[config.mk]
export PLATFORM = sky130hd
export DESIGN_NAME = led_pwm_fader
export DESIGN_NICKNAME = d
export VERILOG_FILES = /design/src/rtl/led_pwm_fader.sv
export SDC_FILE = /design/constraint.sdc
export NUM_CORES = 1
export LEC_CHECK = 0
export BUFFER_PORTS_ARGS = -buffer_cell sky130_fd_sc_hd__buf_2
export CAP_MARGIN = 20
export CORE_ASPECT_RATIO = 1.4
export CORE_UTILIZATION = 30
export CTS_BUF_LIST = sky130_fd_sc_hd__clkbuf_2 sky130_fd_sc_hd__clkbuf_4 sky130_fd_sc_hd__clkbuf_8
export CTS_CLUSTER_SIZE = 25
export DETAILED_ROUTE_END_ITERATION = 7
export GPL_TIMING_DRIVEN = 0
export PLACE_DENSITY_LB_ADDON = 0.2
export SETUP_SLACK_MARGIN = 0.02
export SLEW_MARGIN = 20
export SYNTH_ARGS = -nofsm -noshare
export SYNTH_HDL_FRONTEND = slang
export SYNTH_SLANG_ARGS = --single-unit
export TNS_END_PERCENT = 50
[constraint.sdc]
create_clock -name clk_in -period 3.85 [get_ports clk_in]
set_input_delay 0 -clock clk_in [delete_from_list [all_inputs] [get_ports clk_in]]
set_output_delay 0 -clock clk_in [all_outputs]
set_load 0.005 [all_outputs]
[src/rtl/led_pwm_fader.sv]
// Multi-channel LED PWM generator with per-channel linear duty fades.
// PWM ticks come from an external divided clock; fades advance one step per PWM period.
module led_pwm_fader #(
    parameter int WIDTH    = 8,
    parameter int CHANNELS = 3
) (
    input  logic                                                 clk_in,
    input  logic                                                 reset,
    input  logic                                                 tick_in,
    input  logic                                                 enable,
    input  logic                                                 cmd_valid,
    output logic                                                 cmd_ready,
    input  logic [((CHANNELS > 1) ? $clog2(CHANNELS) : 1)-1:0]   cmd_channel,
    input  logic [WIDTH-1:0]                                     cmd_target,
    input  logic [WIDTH-1:0]                                     cmd_step,
    output logic [CHANNELS-1:0]                                  pwm_out,
    output logic [CHANNELS-1:0]                                  busy,
    output logic                                                 period_strobe
);

    localparam int               CH_W     = (CHANNELS > 1) ? $clog2(CHANNELS) : 1;
    localparam logic [WIDTH-1:0] CNT_LAST = WIDTH'((2 ** WIDTH) - 2);
    localparam logic [CH_W:0]    CH_LIMIT = (CH_W + 1)'(CHANNELS);

    typedef enum logic [1:0] {
        IDLE,
        FADE_UP,
        FADE_DOWN
    } fade_state_t;

    function automatic logic [WIDTH-1:0] sat_step_up(input logic [WIDTH-1:0] duty,
                                                     input logic [WIDTH-1:0] step,
                                                     input logic [WIDTH-1:0] target);
        logic [WIDTH:0] sum;
        sum = {1'b0, duty} + {1'b0, step};
        if (sum >= {1'b0, target}) begin
            sat_step_up = target;
        end else begin
            sat_step_up = sum[WIDTH-1:0];
        end
    endfunction

    function automatic logic [WIDTH-1:0] sat_step_down(input logic [WIDTH-1:0] duty,
                                                       input logic [WIDTH-1:0] step,
                                                       input logic [WIDTH-1:0] target);
        logic signed [WIDTH+1:0] diff;
        diff = $signed({2'b00, duty}) - $signed({2'b00, step});
        if (diff <= $signed({2'b00, target})) begin
            sat_step_down = target;
        end else begin
            sat_step_down = diff[WIDTH-1:0];
        end
    endfunction

    // ---- stage p0..p2: tick synchroniser and edge detect ----
    logic sync_p0, sync_p1, sync_p2;
    logic vld_p2;

    always_ff @(posedge clk_in or negedge reset) begin
        if (!reset) begin
            sync_p0 <= 1'b0;
            sync_p1 <= 1'b0;
            sync_p2 <= 1'b0;
        end else begin
            sync_p0 <= tick_in;
            sync_p1 <= sync_p0;
            sync_p2 <= sync_p1;
        end
    end

    // Either polarity of change on the divided clock counts as one tick.
    assign vld_p2 = sync_p1 ^ sync_p2;

    // ---- period counter, wrap strobe and command handshake ----
    logic [WIDTH-1:0] pwm_cnt;
    logic             cnt_adv;
    logic             wrap_p2;

    assign cnt_adv = enable & vld_p2;
    assign wrap_p2 = cnt_adv & (pwm_cnt == CNT_LAST);

    always_ff @(posedge clk_in or negedge reset) begin
        if (!reset) begin
            pwm_cnt       <= '0;
            period_strobe <= 1'b0;
            cmd_ready     <= 1'b0;
        end else begin
            if (wrap_p2) begin
                pwm_cnt <= '0;
            end else if (cnt_adv) begin
                pwm_cnt <= pwm_cnt + WIDTH'(1);
            end
            period_strobe <= wrap_p2;
            // Ready drops in the strobe cycle so fade updates never meet a command.
            cmd_ready     <= ~wrap_p2;
        end
    end

    // ---- per-channel fade FSMs ----
    fade_state_t      state_q  [CHANNELS];
    fade_state_t      state_d  [CHANNELS];
    logic [WIDTH-1:0] duty_q   [CHANNELS];
    logic [WIDTH-1:0] duty_d   [CHANNELS];
    logic [WIDTH-1:0] target_q [CHANNELS];
    logic [WIDTH-1:0] target_d [CHANNELS];
    logic [WIDTH-1:0] step_q   [CHANNELS];
    logic [WIDTH-1:0] step_d   [CHANNELS];
    logic             cmd_accept;
    logic             fade_tick;

    // Out-of-range channel commands complete the handshake but touch nothing.
    assign cmd_accept = cmd_valid & cmd_ready & ({1'b0, cmd_channel} < CH_LIMIT);
    assign fade_tick  = period_strobe & enable;

    always_comb begin
        for (int i = 0; i < CHANNELS; i++) begin
            state_d[i]  = state_q[i];
            duty_d[i]   = duty_q[i];
            target_d[i] = target_q[i];
            step_d[i]   = step_q[i];
            if (cmd_accept && (cmd_channel == CH_W'(i))) begin
                target_d[i] = cmd_target;
                step_d[i]   = cmd_step;
                if (cmd_step == '0) begin
                    duty_d[i]  = cmd_target;
                    state_d[i] = IDLE;
                end else if (cmd_target > duty_q[i]) begin
                    state_d[i] = FADE_UP;
                end else if (cmd_target < duty_q[i]) begin
                    state_d[i] = FADE_DOWN;
                end else begin
                    state_d[i] = IDLE;
                end
            end else if (fade_tick) begin
                case (state_q[i])
                    FADE_UP: begin
                        duty_d[i] = sat_step_up(duty_q[i], step_q[i], target_q[i]);
                        if (duty_d[i] == target_q[i]) begin
                            state_d[i] = IDLE;
                        end
                    end
                    FADE_DOWN: begin
                        duty_d[i] = sat_step_down(duty_q[i], step_q[i], target_q[i]);
                        if (duty_d[i] == target_q[i]) begin
                            state_d[i] = IDLE;
                        end
                    end
                    default: begin
                        state_d[i] = IDLE;
                    end
                endcase
            end
        end
    end

    always_ff @(posedge clk_in or negedge reset) begin
        if (!reset) begin
            for (int i = 0; i < CHANNELS; i++) begin
                state_q[i]  <= IDLE;
                duty_q[i]   <= '0;
                target_q[i] <= '0;
                step_q[i]   <= '0;
            end
        end else begin
            for (int i = 0; i < CHANNELS; i++) begin
                state_q[i]  <= state_d[i];
                duty_q[i]   <= duty_d[i];
                target_q[i] <= target_d[i];
                step_q[i]   <= step_d[i];
            end
        end
    end

    always_comb begin
        busy = '0;
        for (int i = 0; i < CHANNELS; i++) begin
            busy[i] = (state_q[i] != IDLE);
        end
    end

    // ---- output stage: registered PWM compare ----
    logic [CHANNELS-1:0] pwm_d;

    always_comb begin
        pwm_d = '0;
        for (int i = 0; i < CHANNELS; i++) begin
            pwm_d[i] = enable & (pwm_cnt < duty_q[i]);
        end
    end

    always_ff @(posedge clk_in or negedge reset) begin
        if (!reset) begin
            pwm_out <= '0;
        end else begin
            pwm_out <= pwm_d;
        end
    end

endmodule
* After elaboration in Yosys (flattened, before gate mapping)
Cells that the tools add are included.
** Storage, ports and cells
- Bits in registers :: 94
- Bits of input ports :: 23
- Output and inout port bits :: 8
- Logic and storage cells :: 157
** Cells by class
- $add $sub $neg :: 7
- $lt $le $gt $ge :: 16
- Equal/unequal tests :: 24
- Multiplexer cells :: 60
- Bitwise logic cells :: 10
- Reduce and logical (&&, ||, !) cells :: 21
** Operators with widths (number)
- 8-bit 2-to-1 mux :: 33
- 8-bit == test :: 6
- 8-bit less-than comparator :: 6
- 8-bit case mux with 2 select lines :: 3
- 2-bit 2-to-1 mux :: 21
- 8-bit by 8-bit adder with 9-bit output :: 3
- 9-bit by 8-bit >= comparator with 1-bit output :: 3
- 9-bit less-or-equal comparator :: 3
- 8-bit by 8-bit subtractor with 9-bit output :: 3
- 8-bit > comparator :: 3
- 3-bit != test, second input constant :: 6
- 3-bit AND reduction :: 6
- 2-bit nonzero test :: 7
- 2-bit case mux with 2 select lines :: 3
- 3-bit nonzero test :: 3
- 8-bit by 1-bit adder with 8-bit output, second input constant :: 1
- 1-bit bitwise AND :: 8
- 2-bit by 1-bit == test with 1-bit output, second input constant :: 4
- 2-bit == test, second input constant :: 4
- 8-bit == test, second input constant :: 1
- 8-bit zero test :: 1
- 2-bit != test, second input constant :: 2
- 1-bit logical AND :: 3
- 2-bit zero test :: 1
- other kinds (4) :: 4

* Logic depth before layout (Yosys ltp)
- Depth after elaboration :: 11
- Mapped depth :: 17
- Depth with buffers taken out :: 16

* Least setup slack after synthesis
No wires, ideal clock.
- Path kind :: register -> register
- Start point :: register duty_q[0] (netlist name)
- End point :: register duty_q[0] (netlist name)
- Setup time :: 0.126 ns
- Arrival :: 3.551 ns
- Data required time :: 3.724 ns
- Slack :: 0.173 ns
- Stages on the path, launching flop included :: 15
- Path buffers :: 0
- Clock period less this slack :: 3.677 ns
- Path through :: dfrtp_1 -> ha_1 -> fa_1 -> nor2b_1 -> o31ai_2 -> o31a_1 -> xnor2_1 -> ha_1 -> a21o_1 -> a2111oi_2 -> o31a_1 -> o2111ai_4 -> nand2_8 -> nor2_2 -> o32a_1
** Between the ends
- Longest elaborated chain between the ends :: 9
- Elaborated cells on any way between the ends :: 15
- Classes of those cells :: add/sub (2); order compare (2); mux (11)
** Ends and longest elaborated chain
- from (decl) :: RTL line 102 : logic [WIDTH-1:0] duty_q [CHANNELS];
- from (signal, indexed assignment) :: RTL line 167 : duty_q[i] <= duty_d[i];
- 8-bit by 8-bit subtractor with 9-bit output / 8-bit by 8-bit adder with 9-bit output (equally long branches) :: RTL line 47, 35
- 9-bit less-or-equal comparator / 9-bit by 8-bit >= comparator with 1-bit output (equally long branches) :: RTL line 48, 36
- 8-bit 2-to-1 mux (on tied branches) :: RTL line 48, 36
- 8-bit 2-to-1 mux :: RTL line 135 : case (state_q[i])
- 8-bit 2-to-1 mux :: RTL line 134 : end else if (fade_tick) begin
- 8-bit 2-to-1 mux :: RTL line 121 : if (cmd_accept && (cmd_channel == CH_W'(i))) begin
- 8-bit case mux with 2 select lines (*) :: RTL line 135
- 8-bit 2-to-1 mux (*) :: RTL line 134
- 8-bit 2-to-1 mux (*) :: RTL line 121
Mark *: on every way between the ends. The rest lies on a longest branch, timed or not. The select of a mux whose other input is x is not followed.
A chain may end at the register's enable or synchronous reset.

* Worst setup path in the final report
Ends and elaborated chain as after synthesis.

==> flow_metrics.env <==
export IMPL_fmaxAchievable_ghz=0.263
export IMPL_place_area_sq_mm=0.0101
export IMPL_cts_tree="done"
export IMPL_crit_path_start_kind="register"
export IMPL_syn_inst=1095
export IMPL_die_area_sq_mm=0.0322
export IMPL_cp_cell_sequence="inv_2 -> ha_4 -> inv_2 -> fa_2 -> a211oi_4 -> buf_4 -> nor2_4 -> xor2_1 -> ha_1 -> nand4_1 -> o21ai_1 -> a211oi_2 -> buf_4 -> or4_4 -> nand2_8 -> nor2_2 -> o32a_1"
export IMPL_cp_top_family="simple AND/OR/NAND/NOR gates"
export IMPL_nets=1382
export IMPL_drv_slew=0
export IMPL_synth_area_leader_cell="dfrtp_1"
export IMPL_min_path_type="primary input to register"
export IMPL_route_detailed_drc=9
export IMPL_max_slew_margin_pct=30.2
export IMPL_firstDrtPassIters=7
export IMPL_synth_distinct_cells=78
export IMPL_hp_start="cmd_channel[1]"
export IMPL_die_w_um=152
export IMPL_io_pins=31
export IMPL_slowest_delay_ps=590
export IMPL_wl_per_cell_um=19.7
export IMPL_clock_sinks=94
export IMPL_final_cell_area_sq_mm=0.0115
export IMPL_first_iter_violations=559
export IMPL_htree_levels=3
export IMPL_rsz0062_at_grt="yes"
export IMPL_ant_nets=0
export IMPL_overflow=0
export IMPL_nFillCells=3184
export IMPL_ys_seq_elements=94
export IMPL_r2r_start="duty_q[0]$_DFFE_PN0P_"
export IMPL_grt_first_pass_wirelength_mm=48.9
export IMPL_setup_viol=0
export IMPL_die_h_um=212
export IMPL_synth_area_sq_mm=0.00944
export IMPL_grt_pass1_vias=8622
export IMPL_crit_arrival_ps=4090
export IMPL_viasPerCell=5.39
export IMPL_finalCriticalPeriod_ps=3800
export IMPL_synth_top_area_share_pct=24.9
export IMPL_dp_hpwl_mm=24.6
export IMPL_worstSkewPairLatency_ps=390
export IMPL_synthArstFlopShare_pct=100
export IMPL_finalCritPeriodShare_pct=98.8
export IMPL_finClkSkew_ps=12.4
export IMPL_worst_pin_slew_ps=1040
export IMPL_n_antenna_cell=0
export IMPL_num_rows=76
export IMPL_critical_path_class="register to register"
export IMPL_path_clk_slew_ps=100
export IMPL_totalWireLength_mm=31.6
export IMPL_ys_flop_type="dfrtp_1"
export IMPL_drive_above_1_share_pct=19.8
export IMPL_cellLeakagePower_uw=0.00505
export IMPL_setup_tns_ps=0
export IMPL_pwr_density_cell_mw_per_mm2=445
export IMPL_cpMaxStageDelayCell="or4_4"
export IMPL_synth_area_leaders="dfrtp_1 (25%), ha_1 (19%), xnor2_1 (5.4%), nand2_1 (4.1%), o21ai_0 (3.9%)"
export IMPL_synth_area_per_cell_sq_um=8.62
export IMPL_worst_ep_required_time_ps=4130
export IMPL_routabilityCongestion=0.895
export IMPL_clockBufferDepth=2
export IMPL_cts_buffers=9
export IMPL_worstSetupStartpoint="duty_q[0]$_DFFE_PN0P_"
export IMPL_synth_nets=1267
export IMPL_cp_buffers_inverters=4
export IMPL_yosys_warnings=0
export IMPL_core_sq_mm=0.0309
export IMPL_status="finished with violations"
export IMPL_violations="DRC"
export IMPL_endpoint_kind="register"
export IMPL_initial_core_util_pct=30.6
export IMPL_crit_fanout=6
export IMPL_maxCapViolations=0
export IMPL_hold_violations=0
export IMPL_grt_start_max_net_pins=51
export IMPL_cts_root_buf="clkbuf_8"
export IMPL_port_buffers=29
export IMPL_antenna_found_initial=0
export IMPL_grt_use_total_pct=19.8
export IMPL_synth_edf_count=0
export IMPL_area_growth_synth_to_final_pct=21.9
export IMPL_yosysSeqAreaShare_pct=24.9
export IMPL_yosysMostFrequentCell="ha_1"
export IMPL_max_vdd_ir_drop_uv=157
export IMPL_ys_top_cells_by_count="ha_1 (143), nand2_1 (102), dfrtp_1 (94), inv_1 (90), o21ai_0 (73)"
export IMPL_vias=8644
[path summary, 6_finish.rpt]
kind                                           endpoint  slack, ps  depth (start not counted)
worst max-delay path              duty_q[0]$_DFFE_PN0P_         50                         17
worst min-delay path            target_q[8]$_DFFE_PN0P_         70                          4
worst max register to register    duty_q[0]$_DFFE_PN0P_         50                         17
worst min register to register        sync_p1$_DFF_PN0_        360                          0
max in group asynchronous        duty_q[16]$_DFFE_PN0P_       3120                          3
min in group asynchronous         step_q[6]$_DFFE_PN0P_         90                          2
[cells by family (layout without fill, tap and decap cells)]
logic type | after synthesis | after routing | synth area share (%)
adders and majority gates | 149 | 149 | 20.2
muxes | 8 | 8 | 0.861
DFF | 94 | 94 | 24.9
buffers and inverters | 134 | 252 | 6.03
and+or+nand+nor | 308 | 310 | 16.3
xor gates and xnor gates | 86 | 86 | 8.43
AOI/OAI and AO/OA | 316 | 316 | 23.2
[registers in the layout, summed over array words and instances, names as in the netlist]
signal and count:
sync_p2 1, step_q 24, sync_p1 1, sync_p0 1, period_strobe 1, cmd_ready 1, target_q 24, pwm_cnt 8
state_q 6, duty_q 24, pwm_out 3
[stage by stage]
step,cells,hold WS [ps],power (uW),setup slack (ps),util (%)
floorplan,1095,-296,3060,173,-
global placement,1514,108,3730,-1060,32.6
detailed placement,1515,-37.7,3740,-1060,32.7
CTS,1571,16.3,4810,-2.14,35.3
global route,1605,95.5,5480,-54.5,37.3
finish,1605,66.0,5130,46.7,37.3
[layout by cell type (no fill, tap or decap), types with 12 or more instances in the layout]
cell type and count:
clkbuf_1 20, o22ai_1 16, buf_2 37, inv_1 87, nor2b_1 16, dlygate4sd3_1 19
dfrtp_1 83, o21ai_1 12, nand4_1 15, ha_1 136, o21ai_0 67, nand2b_1 19
nand3_1 17, and3_1 13, a21oi_1 32, a21o_1 39, buf_4 55, nor3_1 17
o31ai_1 19, xor2_1 21, nor2_1 59, nand2_1 101, xnor2_1 53
[power by group]
group,leakage (uW),switching (uW),internal [uW]
clock network,0.000114,370,406
logic,0.00378,1650,1380
registers,0.00116,191,1120
total,0.00505,2220,2910
[timing repair]
| action | 4_1_cts | 5_1_grt |
|---|---|---|
| setup buffers | 20 | 35 |
| hold buffers | 19 | 0 |
| pin swaps | 24 | 50 |
| setup endpoints to repair | 27 | 28 |
| gates resized for setup | 43 | 79 |
| cloned | 2 | 0 |
| hold endpoints to repair | 136 | 0 |
[worst reg2reg max path: stages (launching register included)]
cell	delay, ps
dfrtp_2	460
inv_2	80
ha_4	130
inv_2	30
fa_2	360
a211oi_4	300
buf_4	190
nor2_4	50
xor2_1	180
ha_1	340
nand4_1	110
o21ai_1	180
a211oi_2	50
buf_4	150
or4_4	590
nand2_8	120
nor2_2	50
o32a_1	320
[area by class of cell]
| type | count | area [sq um] | share of cell area, % |
|---|---|---|---|
| multi-input cells | 869 | 7070 | 61.4 |
| repair buffers | 103 | 790 | 6.86 |
| well taps | 390 | 488 | 4.24 |
| clock inverters | 3 | 67.6 | 0.587 |
| clock buffers | 13 | 160 | 1.39 |
| plain buffers | 41 | 228 | 1.98 |
| inverters | 92 | 345 | 3.00 |
| flip-flops and latches | 94 | 2370 | 20.5 |
[per-layer routing]
metal  routed length (um)  global-route usage (%)  up-vias
li1                     -                       -     4172
met1                13000                    22.4     4224
met2                16600                    37.9      188
met3                  781                    1.76       60
met5                    0                       0        -
met4                 1150                    8.44        0
(Power assumes the default switching activity.)
